===== config.mk =====
export PLATFORM = sky130hd
export DESIGN_NAME = shift_b_sign_seq
export DESIGN_NICKNAME = d
export VERILOG_FILES = /design/src/rtl/shift_b_sign_seq.sv
export SDC_FILE = /design/constraint.sdc
export NUM_CORES = 1
export LEC_CHECK = 0
export CAP_MARGIN = 10
export CORE_ASPECT_RATIO = 0.75
export CORE_MARGIN = 3
export CORE_UTILIZATION = 23
export DETAILED_ROUTE_END_ITERATION = 10
export MAX_ROUTING_LAYER = met4
export PLACE_DENSITY_LB_ADDON = 0.2
export SYNTH_ARGS = -nofsm -noshare
export SYNTH_HDL_FRONTEND = slang
export SYNTH_SLANG_ARGS = --single-unit

===== constraint.sdc =====
create_clock -name clk -period 1.2 [get_ports clk]
set_input_delay 0.18 -clock clk [delete_from_list [all_inputs] [get_ports clk]]
set_output_delay 0.18 -clock clk [all_outputs]
set_load 0.01 [all_outputs]

===== src/rtl/shift_b_sign_seq.sv =====
// Iterative signed-amount logical shifter: B>0 shifts A right,
// B<0 shifts A left, zero fill; one bit per clock, valid/ready handshakes.
//
// Ports:
//   clk, rst             clock, synchronous active-high reset
//   in_valid / in_ready  request handshake carrying A and B
//   A [WIDTH_A]          unsigned operand
//   B [WIDTH_B]          two's-complement shift amount
//   out_valid/out_ready  result handshake carrying Y
//   Y [WIDTH_Y]          low WIDTH_Y bits of the shift register
//   busy                 high while shifting or holding a result
module shift_b_sign_seq #(
  parameter int WIDTH_A = 8,
  parameter int WIDTH_B = 4,
  parameter int WIDTH_Y = 8
) (
  input  logic               clk,
  input  logic               rst,
  input  logic               in_valid,
  output logic               in_ready,
  input  logic [WIDTH_A-1:0] A,
  input  logic [WIDTH_B-1:0] B,
  output logic               out_valid,
  input  logic               out_ready,
  output logic [WIDTH_Y-1:0] Y,
  output logic               busy
);

  localparam int W    = (WIDTH_A > WIDTH_Y) ? WIDTH_A : WIDTH_Y;
  localparam int MMAX = 1 << (WIDTH_B - 1);
  localparam int CMAX = (W > MMAX) ? W : MMAX;
  // Wide enough for both W and the magnitude of the most negative B.
  localparam int CW   = $clog2(CMAX + 1);

  typedef enum logic [1:0] {
    S_IDLE,
    S_SHIFT,
    S_DONE
  } state_t;

  state_t          r_state;
  logic [W-1:0]    r_sh;
  logic [CW-1:0]   r_cnt;
  logic            r_dir;
  logic            r_in_ready;
  logic            r_out_valid;
  logic            r_busy;

  logic               w_dir;
  logic [WIDTH_B-1:0] w_mag;
  logic [CW-1:0]      w_magx;
  logic [CW-1:0]      w_cnt;

  assign w_dir  = B[WIDTH_B-1];
  // -B of the most negative value wraps to itself, which read as
  // unsigned is exactly 2^(WIDTH_B-1).
  assign w_mag  = w_dir ? -B : B;
  assign w_magx = CW'(w_mag);
  // W or more steps always empty the register, so stop at W.
  assign w_cnt  = (w_magx >= CW'(W)) ? CW'(W) : w_magx;

  always_ff @(posedge clk) begin
    if (rst) begin
      r_state     <= S_IDLE;
      r_sh        <= '0;
      r_cnt       <= '0;
      r_dir       <= 1'b0;
      r_in_ready  <= 1'b1;
      r_out_valid <= 1'b0;
      r_busy      <= 1'b0;
    end else begin
      unique case (r_state)
        S_IDLE: begin
          if (in_valid) begin
            r_sh       <= W'(A);
            r_dir      <= w_dir;
            r_cnt      <= w_cnt;
            r_in_ready <= 1'b0;
            r_busy     <= 1'b1;
            if (w_cnt == '0) begin
              r_state     <= S_DONE;
              r_out_valid <= 1'b1;
            end else begin
              r_state <= S_SHIFT;
            end
          end
        end
        S_SHIFT: begin
          r_sh  <= r_dir ? (r_sh << 1) : (r_sh >> 1);
          r_cnt <= r_cnt - CW'(1);
          if (r_cnt == CW'(1)) begin
            r_state     <= S_DONE;
            r_out_valid <= 1'b1;
          end
        end
        S_DONE: begin
          if (out_ready) begin
            r_state     <= S_IDLE;
            r_out_valid <= 1'b0;
            r_in_ready  <= 1'b1;
            r_busy      <= 1'b0;
          end
        end
        default: begin
          r_state     <= S_IDLE;
          r_in_ready  <= 1'b1;
          r_out_valid <= 1'b0;
          r_busy      <= 1'b0;
        end
      endcase
    end
  end

  assign in_ready  = r_in_ready;
  assign out_valid = r_out_valid;
  assign busy      = r_busy;
  assign Y         = r_sh[WIDTH_Y-1:0];

endmodule


Yosys cells after proc, flatten, opt, wreduce, memory -nomap -nowiden. Cells that the tools add are included.

Flip-flop bits (word level): 18. Logic and storage cells: 48. Bits of input ports: 16. Output and inout port bits: 11.

$add $sub $neg: 2. Reductions and logical operators: 8. Bitwise gates (word level): 1. Order comparisons: 1. Muxes and demuxes: 22. Equal/unequal tests: 7.

Operator list (number): $mux W8 (2); $pmux W8 S2 (1); $mux W4 (3); $pmux W1 S3 (3); $mux W2 (4); $ne A2 B2 Y1 const B (4); $pmux W4 S2 (1); $mux W1 (7); $pmux W2 S3 (1); $reduce_and A3 Y1 (2); $eq A4 B1 Y1 const B (1); $ge A4 B4 Y1 const B (1); $logic_not A4 Y1 (1); $neg A4 Y4 (1); $reduce_and A2 Y1 (2); $reduce_and A4 Y1 (1); $sub A4 B1 Y4 const B (1); $eq A2 B1 Y1 const B (1); $eq A2 B2 Y1 const B (1); $logic_not A2 Y1 (1); $reduce_bool A2 Y1 (1); $not A1 Y1 (1).

Longest topological paths before layout.
Depth in word-level cells: 8. Mapped depth: 7.

Worst setup path after synthesis. Ideal clock, no wire load.

Path type: input -> register. Start: input port B[0]. End: register r_state[0]. Cell stages on the path: 7. Buffers on the path: 1. Slack: -0.104 ns. Data arrival time: 1.188 ns. Cells stage by stage: buf_2 inv_1 ha_1 nand2b_1 a21oi_1 a21oi_1 a31o_2.

Word-level cells in the longest chain between the ends: 8.

RTL lines: start: declaration (line 22) `input logic [WIDTH_B-1:0] B,`; $neg A4 Y4 (line 57) `assign w_mag = w_dir ? -B : B;`; $mux W4 (*) (line 57); $ge A4 B4 Y1 (line 60) `assign w_cnt = (w_magx >= CW'(W)) ? CW'(W) : w_magx;`; $mux W4 (*) (line 60); $logic_not A4 Y1 (*) (line 80) `if (w_cnt == '0) begin`; $mux W2 (*) (line 80); $mux W2 (*) (line 74) `if (in_valid) begin`; $pmux W2 S3 (*) (line 72) `unique case (r_state)`; end signal: assignment (line 81) `r_state <= S_DONE;`; end signal: assignment (line 84) `r_state <= S_SHIFT;`; end signal: assignment (line 92) `r_state <= S_DONE;`; end: declaration (line 41) `state_t r_state;`.

Every way passes the cells marked *; elsewhere a longest branch is shown, timed or not. The select of a mux whose other input is x is not followed. A chain may end at the register's enable or synchronous reset.

Final worst setup path.
Start: register r_state[0]. End: register r_out_valid (netlist: out_valid).

Word-level cells in the longest chain between the ends: 3.

RTL lines: start signal: assignment (line 64) `r_state <= S_IDLE;`; start signal: assignment (line 81); start signal: assignment (line 84); $eq A2 B1 Y1 (tied with other cells) (line 72); $ne A2 B2 Y1 (no line); $reduce_and A4 Y1 (no line); end signal: assignment (line 69) `r_out_valid <= 1'b0;`; end signal: assignment (line 82) `r_out_valid <= 1'b1;`; end signal: assignment (line 93) `r_out_valid <= 1'b1;`; end: declaration (line 46) `logic r_out_valid;`.

Parallel ways exist; a longest one is shown, timed or not.

==> results_dict.tcl <==
set metrics [dict create \
    drive_above_1_share_pct 36.6 \
    period_needed_ps 1250 \
    core_area_um2 4570 \
    die_area_um2 5720 \
    cp_max_fo 5 \
    worstMarginPinSlew_ps 363 \
    synth_cell_types 38 \
    setup.worst_path.start_class "register" \
    finalSetupTns_ps -45.5 \
    critPathKind "reg2reg" \
    routed_wl_mm 3.13 \
    placed_cells 237 \
    htreeDepth 1 \
    critPathRequiredTime_ps 1400 \
    nets 206 \
    violations "setup timing" \
    pre_cts_ws_ps -431 \
    yosys_warnings 0 \
    rrSetupSlack_ps -50 \
    hold_end "out_valid$_SDFFE_PP0P_" \
    post-route-period-util_pct 104 \
    first_pass_iters 4 \
    slew_headroom_pct 75.8 \
    setup_viol 1 \
    insertion_delay_ps 250 \
    synthTopCellsByArea "dfxtp_1 (32%), a21oi_1 (7.2%), nand2b_1 (5.6%)" \
    critPathLaunch "r_state[0]$_SDFFE_PP0P_" \
    r2r_cells 4 \
    n_antenna_cell 0 \
    synth_area_um2 1110 \
    wl_per_cell_um 12.9 \
    hold_depth 3 \
    gp_congestion 0.796 \
    root_buffer "clkbuf_8" \
    ant_nets 0 \
    power_density_nw_per_um2 1360 \
    die-height_um 66.3 \
    clk_pin_slew_ps 70 \
    clock_sinks 18 \
    outcome "complete, but fails checks" \
    yosysSeqAreaShare_pct 32.4 \
    synth_nets 153 \
    synth_flop_cell "dfxtp_1" \
    yosysMostFrequentCell "dfxtp_1" \
    areaGrowthSynthToFinish_pct 63.4 \
    skew_ps 1.59 \
    reg2reg_to "out_valid$_SDFFE_PP0P_" \
    power.leakage_uw 0.000736 \
    worstHoldStart "rst" \
    placement.io_buffers 26 \
    nFillCells 483 \
    synth_top_area_share_pct 32.4 \
    clock_path_buffers 2 \
    grt_use_total_pct 11.5 \
    grt_antenna_before_repair 0 \
    maxSlewViolCount 0 \
    cts_tree "yes" \
    cp-end-kind "register" \
    max-vdd-ir-drop_uv 683 \
    ys_ff_latch 18 \
    critical_path_arrival_ps 1440 \
    grt_pass1_wl_mm 5.13 \
    hold_path.class "in2reg" \
    die_x_um 86.3 \
    fmax_mhz 803 \
    grt_start_max_net_pins 12 \
    finalHoldViolCount 0 \
    grt_overflow_total 0 \
    rsz0062_at_grt "yes" \
    netlist_instances 134 \
    instances_no_fill 243 \
    finalWorstSetupSlack_ps -45.5 \
    synth_edf_count 0 \
    avgSynthCellArea_um2 8.31 \
    drtIter0Drc 52 \
    yosysTopAreaCell "dfxtp_1" \
    drc_errors 0 \
    synth_common_cells "dfxtp_1 (18), a21oi_1 (16), nor2_1 (13)" \
    dp_hpwl_mm 2.42 \
    io_pins 27 \
    via_per_inst 4.66 \
    maxCapViolCount 0 \
    grt_pass1_vias 1091 \
    async_flop_share_pct 0 \
    std_cell_rows 21 \
    holdWs_ps 393 \
    cts_made_buffers 3 \
    start_util_pct 24.4 \
    r2r_start "r_state[0]$_SDFFE_PP0P_" \
    dr_total_vias 1133 \
]
==> cells by family after synthesis <==
group | synth area share [%]
compound gates | 28.1
fa+ha+maj | 3.37
buf+inv | 6.40
flops | 32.4
mux | 5.39
simple gates | 24.4
==> worst max-delay path, cell delays in order, from the launching register on <==
cell      delay, ps
dfxtp_4         380
buf_6           140
nand2b_4        170
a2111o_1        400
o21ai_2         100
==> layout make-up <==
type / instances / area [um2] / area share (%)
clock buffer: 4 / 55.1 / 3.03
inverter: 4 / 15.0 / 0.825
multi-input combinational: 102 / 798 / 43.9
sequential: 18 / 368 / 20.2
tap: 57 / 71.3 / 3.92
timing repair buffer: 58 / 512 / 28.1
==> per-layer routing <==
layer,share of wire [%],GRT usage (%),vias to the layer above,wire length [um]
li1,-,-,589,-
met1,50,15.0,528,1570
met2,47,17.7,14,1460
met3,2.4,2.62,2,76
met4,0.70,3.50,0,22
met5,0,-,-,0
==> cells in the final DEF (no fill, tap or decap), types with 3 or more instances in the layout <==
cell and instances:
a211oi_2 3, a21oi_1 13, a21oi_2 3, buf_4 27
buf_6 4, clkbuf_8 4, clkdlybuf4s50_1 10, dfxtp_1 14
dfxtp_2 3, dlygate4sd2_1 15, mux2i_1 6, nand2_1 5
nand2b_1 7, nand2b_4 4, nor2_1 10, nor2_2 3
nor3_1 4, o21ai_0 4, o21bai_1 3, o22ai_1 6
==> flip-flops by register name, indices dropped and copies added (netlist names) <==
register / count
r_state: 2
r_cnt: 4
r_dir: 1
Y: 8
busy: 1
out_valid: 1
in_ready: 1
==> timing repair <==
item	4_1_cts	5_1_grt
setup buffers	1	1
endpoints found under the setup margin	27	15
pin swaps	6	7
resized for setup	28	16
hold buffers	0	0
==> per-stage QoR <==
stage,cell area [um2],util (%),total power [uW]
2_1_floorplan,1140,-,1390
4_1_cts,1750,38.3,2430
3_3_place_gp,1660,36.2,1890
3_5_place_dp,1660,36.2,1900
6_report,1820,39.8,2480
5_1_grt,1820,39.8,2650
==> how the worst max path moves through the flow <==
stage                               to  depth (start not counted)
2_1_floorplan  r_state[0]$_SDFFE_PP0P_                          7
3_3_place_gp   r_state[0]$_SDFFE_PP0P_                          7
3_5_place_dp   r_state[0]$_SDFFE_PP0P_                          7
4_1_cts         out_valid$_SDFFE_PP0P_                          4
5_1_grt         out_valid$_SDFFE_PP0P_                          6
6_report        out_valid$_SDFFE_PP0P_                          4
==> power breakdown <==
part	internal, uW	total, uW	switching (uW)
registers	714	826	112
logic	634	1150	519
clock network	292	503	211
(Power assumes the default switching activity.)
